File: src/rtl/line_arbiter_n.sv
// Line-level arbiter: NUM_PORTS cacheline requesters share one downstream port,
// one transaction at a time, round-robin or fixed priority, with a DONE guard cycle.

module line_arbiter_n_port #(
  parameter int IDW = 1,
  parameter int IDX = 0
) (
  input  logic           rd,
  input  logic           wr,
  input  logic           resp_en,
  input  logic [IDW-1:0] gnt,
  output logic           pend,
  output logic           wr_op,
  output logic           resp
);
  assign pend  = rd | wr;
  // a port raising both read and write gets a write
  assign wr_op = wr;
  assign resp  = resp_en && (gnt == IDW'(IDX));
endmodule

module line_arbiter_n #(
  parameter int NUM_PORTS  = 2,
  parameter int LINE_WIDTH = 256,
  parameter int RR_MODE    = 1
) (
  input  logic                            clk,
  input  logic                            rst,
  input  logic [NUM_PORTS*32-1:0]         req_address,
  input  logic [NUM_PORTS*LINE_WIDTH-1:0] req_wdata,
  input  logic [NUM_PORTS-1:0]            req_read,
  input  logic [NUM_PORTS-1:0]            req_write,
  output logic [LINE_WIDTH-1:0]           req_rdata,
  output logic [NUM_PORTS-1:0]            req_resp,
  output logic [31:0]                     mem_address,
  output logic [LINE_WIDTH-1:0]           mem_wdata,
  output logic                            mem_read,
  output logic                            mem_write,
  input  logic [LINE_WIDTH-1:0]           mem_rdata,
  input  logic                            mem_resp,
  output logic [$clog2(NUM_PORTS)-1:0]    grant_id,
  output logic                            busy
);
  localparam int IDW = $clog2(NUM_PORTS);
  localparam int CW  = IDW + 1;

  typedef enum logic [1:0] {IDLE, BUSY, DONE} state_t;
  state_t state_q, state_d;

  logic [NUM_PORTS-1:0][31:0]           addr_v;
  logic [NUM_PORTS-1:0][LINE_WIDTH-1:0] wdata_v;
  logic [NUM_PORTS-1:0]                 pend;
  logic [NUM_PORTS-1:0]                 wr_op;
  logic [IDW-1:0]                       rr_ptr;
  logic [IDW-1:0]                       gnt_q;
  logic [IDW-1:0]                       win_idx;
  logic [IDW-1:0]                       ptr_nxt;
  logic [CW-1:0]                        cand;
  logic                                 win_vld;
  logic                                 op_wr_q;
  logic                                 resp_en;
  logic [31:0]                          addr_q;
  logic [LINE_WIDTH-1:0]                wdata_q;

  assign addr_v  = req_address;
  assign wdata_v = req_wdata;

  for (genvar g = 0; g < NUM_PORTS; g++) begin : g_port
    line_arbiter_n_port #(.IDW(IDW), .IDX(g)) u_port (
      .rd      (req_read[g]),
      .wr      (req_write[g]),
      .resp_en (resp_en),
      .gnt     (gnt_q),
      .pend    (pend[g]),
      .wr_op   (wr_op[g]),
      .resp    (req_resp[g])
    );
  end

  // scan starts at rr_ptr (or 0 in fixed mode); one wrap subtraction suffices
  always_comb begin
    win_vld = 1'b0;
    win_idx = '0;
    cand    = '0;
    for (int i = 0; i < NUM_PORTS; i++) begin
      cand = (RR_MODE != 0) ? CW'(rr_ptr) + CW'(i) : CW'(i);
      if (cand >= CW'(NUM_PORTS)) cand = cand - CW'(NUM_PORTS);
      if (!win_vld && pend[cand[IDW-1:0]]) begin
        win_vld = 1'b1;
        win_idx = cand[IDW-1:0];
      end
    end
  end

  assign ptr_nxt = (win_idx == IDW'(NUM_PORTS - 1)) ? '0 : win_idx + IDW'(1);

  always_comb begin
    state_d = state_q;
    case (state_q)
      IDLE:    if (win_vld) state_d = BUSY;
      BUSY:    if (mem_resp) state_d = DONE;
      DONE:    state_d = IDLE;
      default: state_d = IDLE;
    endcase
  end

  always_ff @(posedge clk) begin
    if (rst) begin
      state_q <= IDLE;
      rr_ptr  <= '0;
      gnt_q   <= '0;
      op_wr_q <= 1'b0;
      addr_q  <= '0;
      wdata_q <= '0;
    end else begin
      state_q <= state_d;
      if (state_q == IDLE && win_vld) begin
        gnt_q   <= win_idx;
        op_wr_q <= wr_op[win_idx];
        addr_q  <= addr_v[win_idx];
        wdata_q <= wdata_v[win_idx];
        if (RR_MODE != 0) rr_ptr <= ptr_nxt;
      end
    end
  end

  // downstream is driven only from the captured copy, never from live requester inputs
  assign resp_en     = (state_q == BUSY) && mem_resp;
  assign mem_read    = (state_q == BUSY) && !op_wr_q;
  assign mem_write   = (state_q == BUSY) && op_wr_q;
  assign mem_address = addr_q;
  assign mem_wdata   = wdata_q;
  assign req_rdata   = resp_en ? mem_rdata : '0;
  assign busy        = (state_q != IDLE);
  assign grant_id    = (state_q == IDLE) ? '0 : gnt_q;

endmodule

File: config.mk
export PLATFORM = sky130hd
export DESIGN_NAME = line_arbiter_n
export DESIGN_NICKNAME = d
export VERILOG_FILES = /design/src/rtl/line_arbiter_n.sv
export SDC_FILE = /design/constraint.sdc
export NUM_CORES = 1
export LEC_CHECK = 0
export ABC_AREA = 1
export CAP_MARGIN = 20
export CORE_AREA = 5 5 539 541
export DETAILED_ROUTE_END_ITERATION = 12
export DIE_AREA = 0 0 544 546
export SYNTH_ARGS = -nofsm -noshare
export SYNTH_HDL_FRONTEND = slang
export SYNTH_SLANG_ARGS = --single-unit
File: constraint.sdc
create_clock -name clk -period 4.1 [get_ports clk]
set_input_delay 0.615 -clock clk [delete_from_list [all_inputs] [get_ports clk]]
set_output_delay 0.615 -clock clk [all_outputs]
set_load 0.01 [all_outputs]
==> summary.txt <==
Drt
  • Router iterations before antenna repair: 5
  • Initial DRC Count: 1719
  • Detail Route Antenna Nets: 0
  • DRC viols: 0
  • WL final: 234 mm
  • Via count: 24300
  • WL/cell: 28.9 µm
  • Vias per inst: 3.01

Layout
  • Storage cell area: 5870 µm²
  • Share of cells above drive strength 1: 0.0411
  • P&R area growth vs syn: 118%
  • Final Instance Area: 36700 µm²
  • Finished Core Util: 0.129
  • Area occupied by multi-input gates: 8360 µm²
  • FILL cells: 33200
  • Final #Nets: 5090
  • Final Non-Filler Cells: 8098

Synth
  • Xor-xnor portion of the synthesized cell area: 0
  • Compound-cell area share of the yosys netlist: 0.0329
  • Avg Synthesized Cell Area: 5.67 µm²
  • Sequential area share after synthesis: 0.348
  • Largest family of logic cells by synthesized area: simple AND/OR/NAND/NOR gates
  • Syn. warnings: 0
  • Net Count, Synth: 3813
  • #FFs+latches synth: 293
  • Cells after synthesis: 2974
  • Synth unique cells: 16
  • Post-Syn Area: 16900 µm²
  • Synth Area in Adders: 0
  • Mux contribution to synthesized area: 0
  • Post-Synth Simple-Gate Area: 0.460

STA
  • Tcrit/Tclk final: 0.947
  • Number of setup violations in the final report: 0
  • Setup TNS: 0 ns
  • WHS: 0.462 ns
  • Normalized max-slew margin: 0.305
  • Min Tclk post-route: 3.88 ns
  • RSZ-0062 raised after global routing: false
  • Fin worst setup slack: 0.217 ns
  • Slew @ Worst Pin: 1.04 ns
  • Fmax: 258 MHz
  • Pins Over Slew Limit: 0
  • Final Hold Fails: 0
  • Worst Clk Skew: 0.0645 ns

Placed design
  • GP Congestion: 0.982
  • DP Cell Count: 7968
  • Dpl hpwl: 209 mm
  • DP Area: 35200 µm²
  • Pre-CTS worst setup slack: 0.268 ns
  • IO buf count: 1388

Clocking
  • Cts bufs inserted: 42
  • Clock transition at the registers of the reported paths: 0.05 ns
  • Clk buf depth: 3
  • Hold buffer count at CTS: 0
  • Clk Latency, worst-skew pair: 0.68 ns
  • CTS tree: done
  • H-tree depth: 2
  • Post-cts resize count: 0
  • CTS Sinks: 293
  • CTS Root Cell: clkbuf_16
  • Post CTS Setup Buffer Count: 0

Global route
  • Largest net degree at the start of global routing: 139
  • GRT Residual Overflow: 0
  • Initial antenna violation count: 154
  • Gr usage total: 0.150
  • First-pass GRT wire length: 280 mm
  • Vias in the first global route: 22800

Floorplan
  • Die Wd: 544 µm
  • Die Span Y: 546 µm
  • # IOs: 1389
  • Cell Rows: 196
  • Core ar.: 284000 µm²
  • Die area: 297000 µm²
  • Starting density of the core: 0.0592

Pwr
  • Leak: 15.7 nW
  • Pwr dens: 329 nW/µm²
  • Total power: 12.1 mW
  • Peak supply drop: 0.299 mV

Worst setup path
  • Max Fanout on Critical Path: 23
  • CP max-delay cell: clkdlybuf4s50_1
  • Crit path launch type: flip-flop
  • Top Family by Delay on Critical Path: simple AND/OR/NAND/NOR gates
  • Slowest stage delay, CP: 0.68 ns
  • Worst R2R Setup Slack: 1.88 ns
  • WP data required: 3.48 ns
  • R2r endpoint: mem_wdata[221]$_SDFFE_PP0P_
  • Worst EP arrival: 3.27 ns
  • Buffer and inverter count on the worst path: 3
  • Reg2Reg Depth: 8
  • FF-to-FF Start: state_q[1]$_SDFFE_PP0P_
  • Most used cell, CP: nor2_1
  • Element type at the critical path end: primary output
  • Worst path cell trace: inv_1 -> nor2_1 -> nand2_4 -> buf_12 -> nor2_1 -> clkdlybuf4s50_1
  • Setup CP Type: reg -> out

Flow run
  • Total of max-cap violations: 0

Hold path
  • HP Start: mem_wdata[238]$_SDFFE_PP0P_
  • Hold Path Class: reg -> reg
  • Min-Delay Path Depth: 2
  • Worst hold endpoint: mem_wdata[238]$_SDFFE_PP0P_

Outcome
  • Outcome: finished, final reports clean
## worst min-delay path, delay by kind of cell (launching register included)
kind / cells / cell delay, ns
compound gates: 1 / 0.05
flops: 1 / 0.30
simple gates: 1 / 0.06
## layer usage
metal  track usage  up-vias  routed length (µm)
met5             0        -                 285
met4        0.0260       46                4670
met3        0.0459      271               21000
met2         0.246     1372              106000
met1         0.194    11100              102000
li1              -    11500                   -
## placed cells by master, fill, tap and decap left out, types with 5 or more instances in the layout
cell | Yosys | final
inv_1 | 444 | 444
clkbuf_1 | 70 | 6
clkdlybuf4s50_1 | 0 | 1353
buf_4 | 6 | 80
nor2_1 | 814 | 813
clkbuf_16 | 0 | 43
nand4_1 | 182 | 182
buf_12 | 0 | 20
nand2_1 | 797 | 795
diode_2 | 0 | 57
dfxtp_1 | 293 | 293
clkinvlp_4 | 0 | 5
clkbuf_8 | 0 | 7
nand3_1 | 108 | 108
a21oi_1 | 109 | 109
## registers in the layout (all words and copies together), names as in the netlist
name / count
rr_ptr: 1
op_wr_q: 1
gnt_q: 1
mem_wdata: 256
state_q: 2
mem_address: 32
## power breakdown
group          switching (mW)  internal [mW]  leakage (nW)  total [mW]
Combinational            2.86           1.94          12.6        4.80
Clock                    1.62           2.30         0.680        3.92
Sequential              0.207           3.17          2.42        3.38
## area by class of cell
class                           count  share of cell area
Antenna cell                       57             0.00388
Clock buffer                       56              0.0325
Clock inverter                     16             0.00596
Inverter                          446              0.0459
Multi-Input combinational cell   2014               0.228
Sequential cell                   293               0.160
Tap cell                         3762               0.128
Timing Repair Buffer             1454               0.396
## logic make-up after synthesis
logic type	Yosys count
compound gates	110
buf+inv	667
flops	293
simple gates	1904
## cell usage after synthesis
cell type / number / area [µm²]
nand2_2: 2 / 12.5
inv_1: 444 / 1670
buf_4: 6 / 45.0
a21oi_1: 109 / 546
clkbuf_1: 70 / 263
buf_2: 122 / 611
nand4_1: 182 / 1140
o21ai_2: 1 / 8.76
dfxtp_1: 293 / 5870
buf_1: 23 / 86.3
nor2_4: 1 / 11.3
nand2_1: 797 / 2990
inv_2: 1 / 3.75
nor2_1: 814 / 3060
inv_4: 1 / 6.26
nand3_1: 108 / 541
## how the worst max path moves through the flow
stage,start,end,cells after the start
2_1_floorplan,mem_resp,req_rdata[112],4
3_3_place_gp,mem_resp,req_rdata[24],5
3_5_place_dp,mem_resp,req_rdata[24],5
4_1_cts,state_q[0]$_SDFFE_PP0P_,req_rdata[24],6
5_1_grt,state_q[0]$_SDFFE_PP0P_,req_rdata[24],6
6_report,state_q[0]$_SDFFE_PP0P_,req_rdata[24],6
No activity file was read; power rests on OpenSTA's default activity.
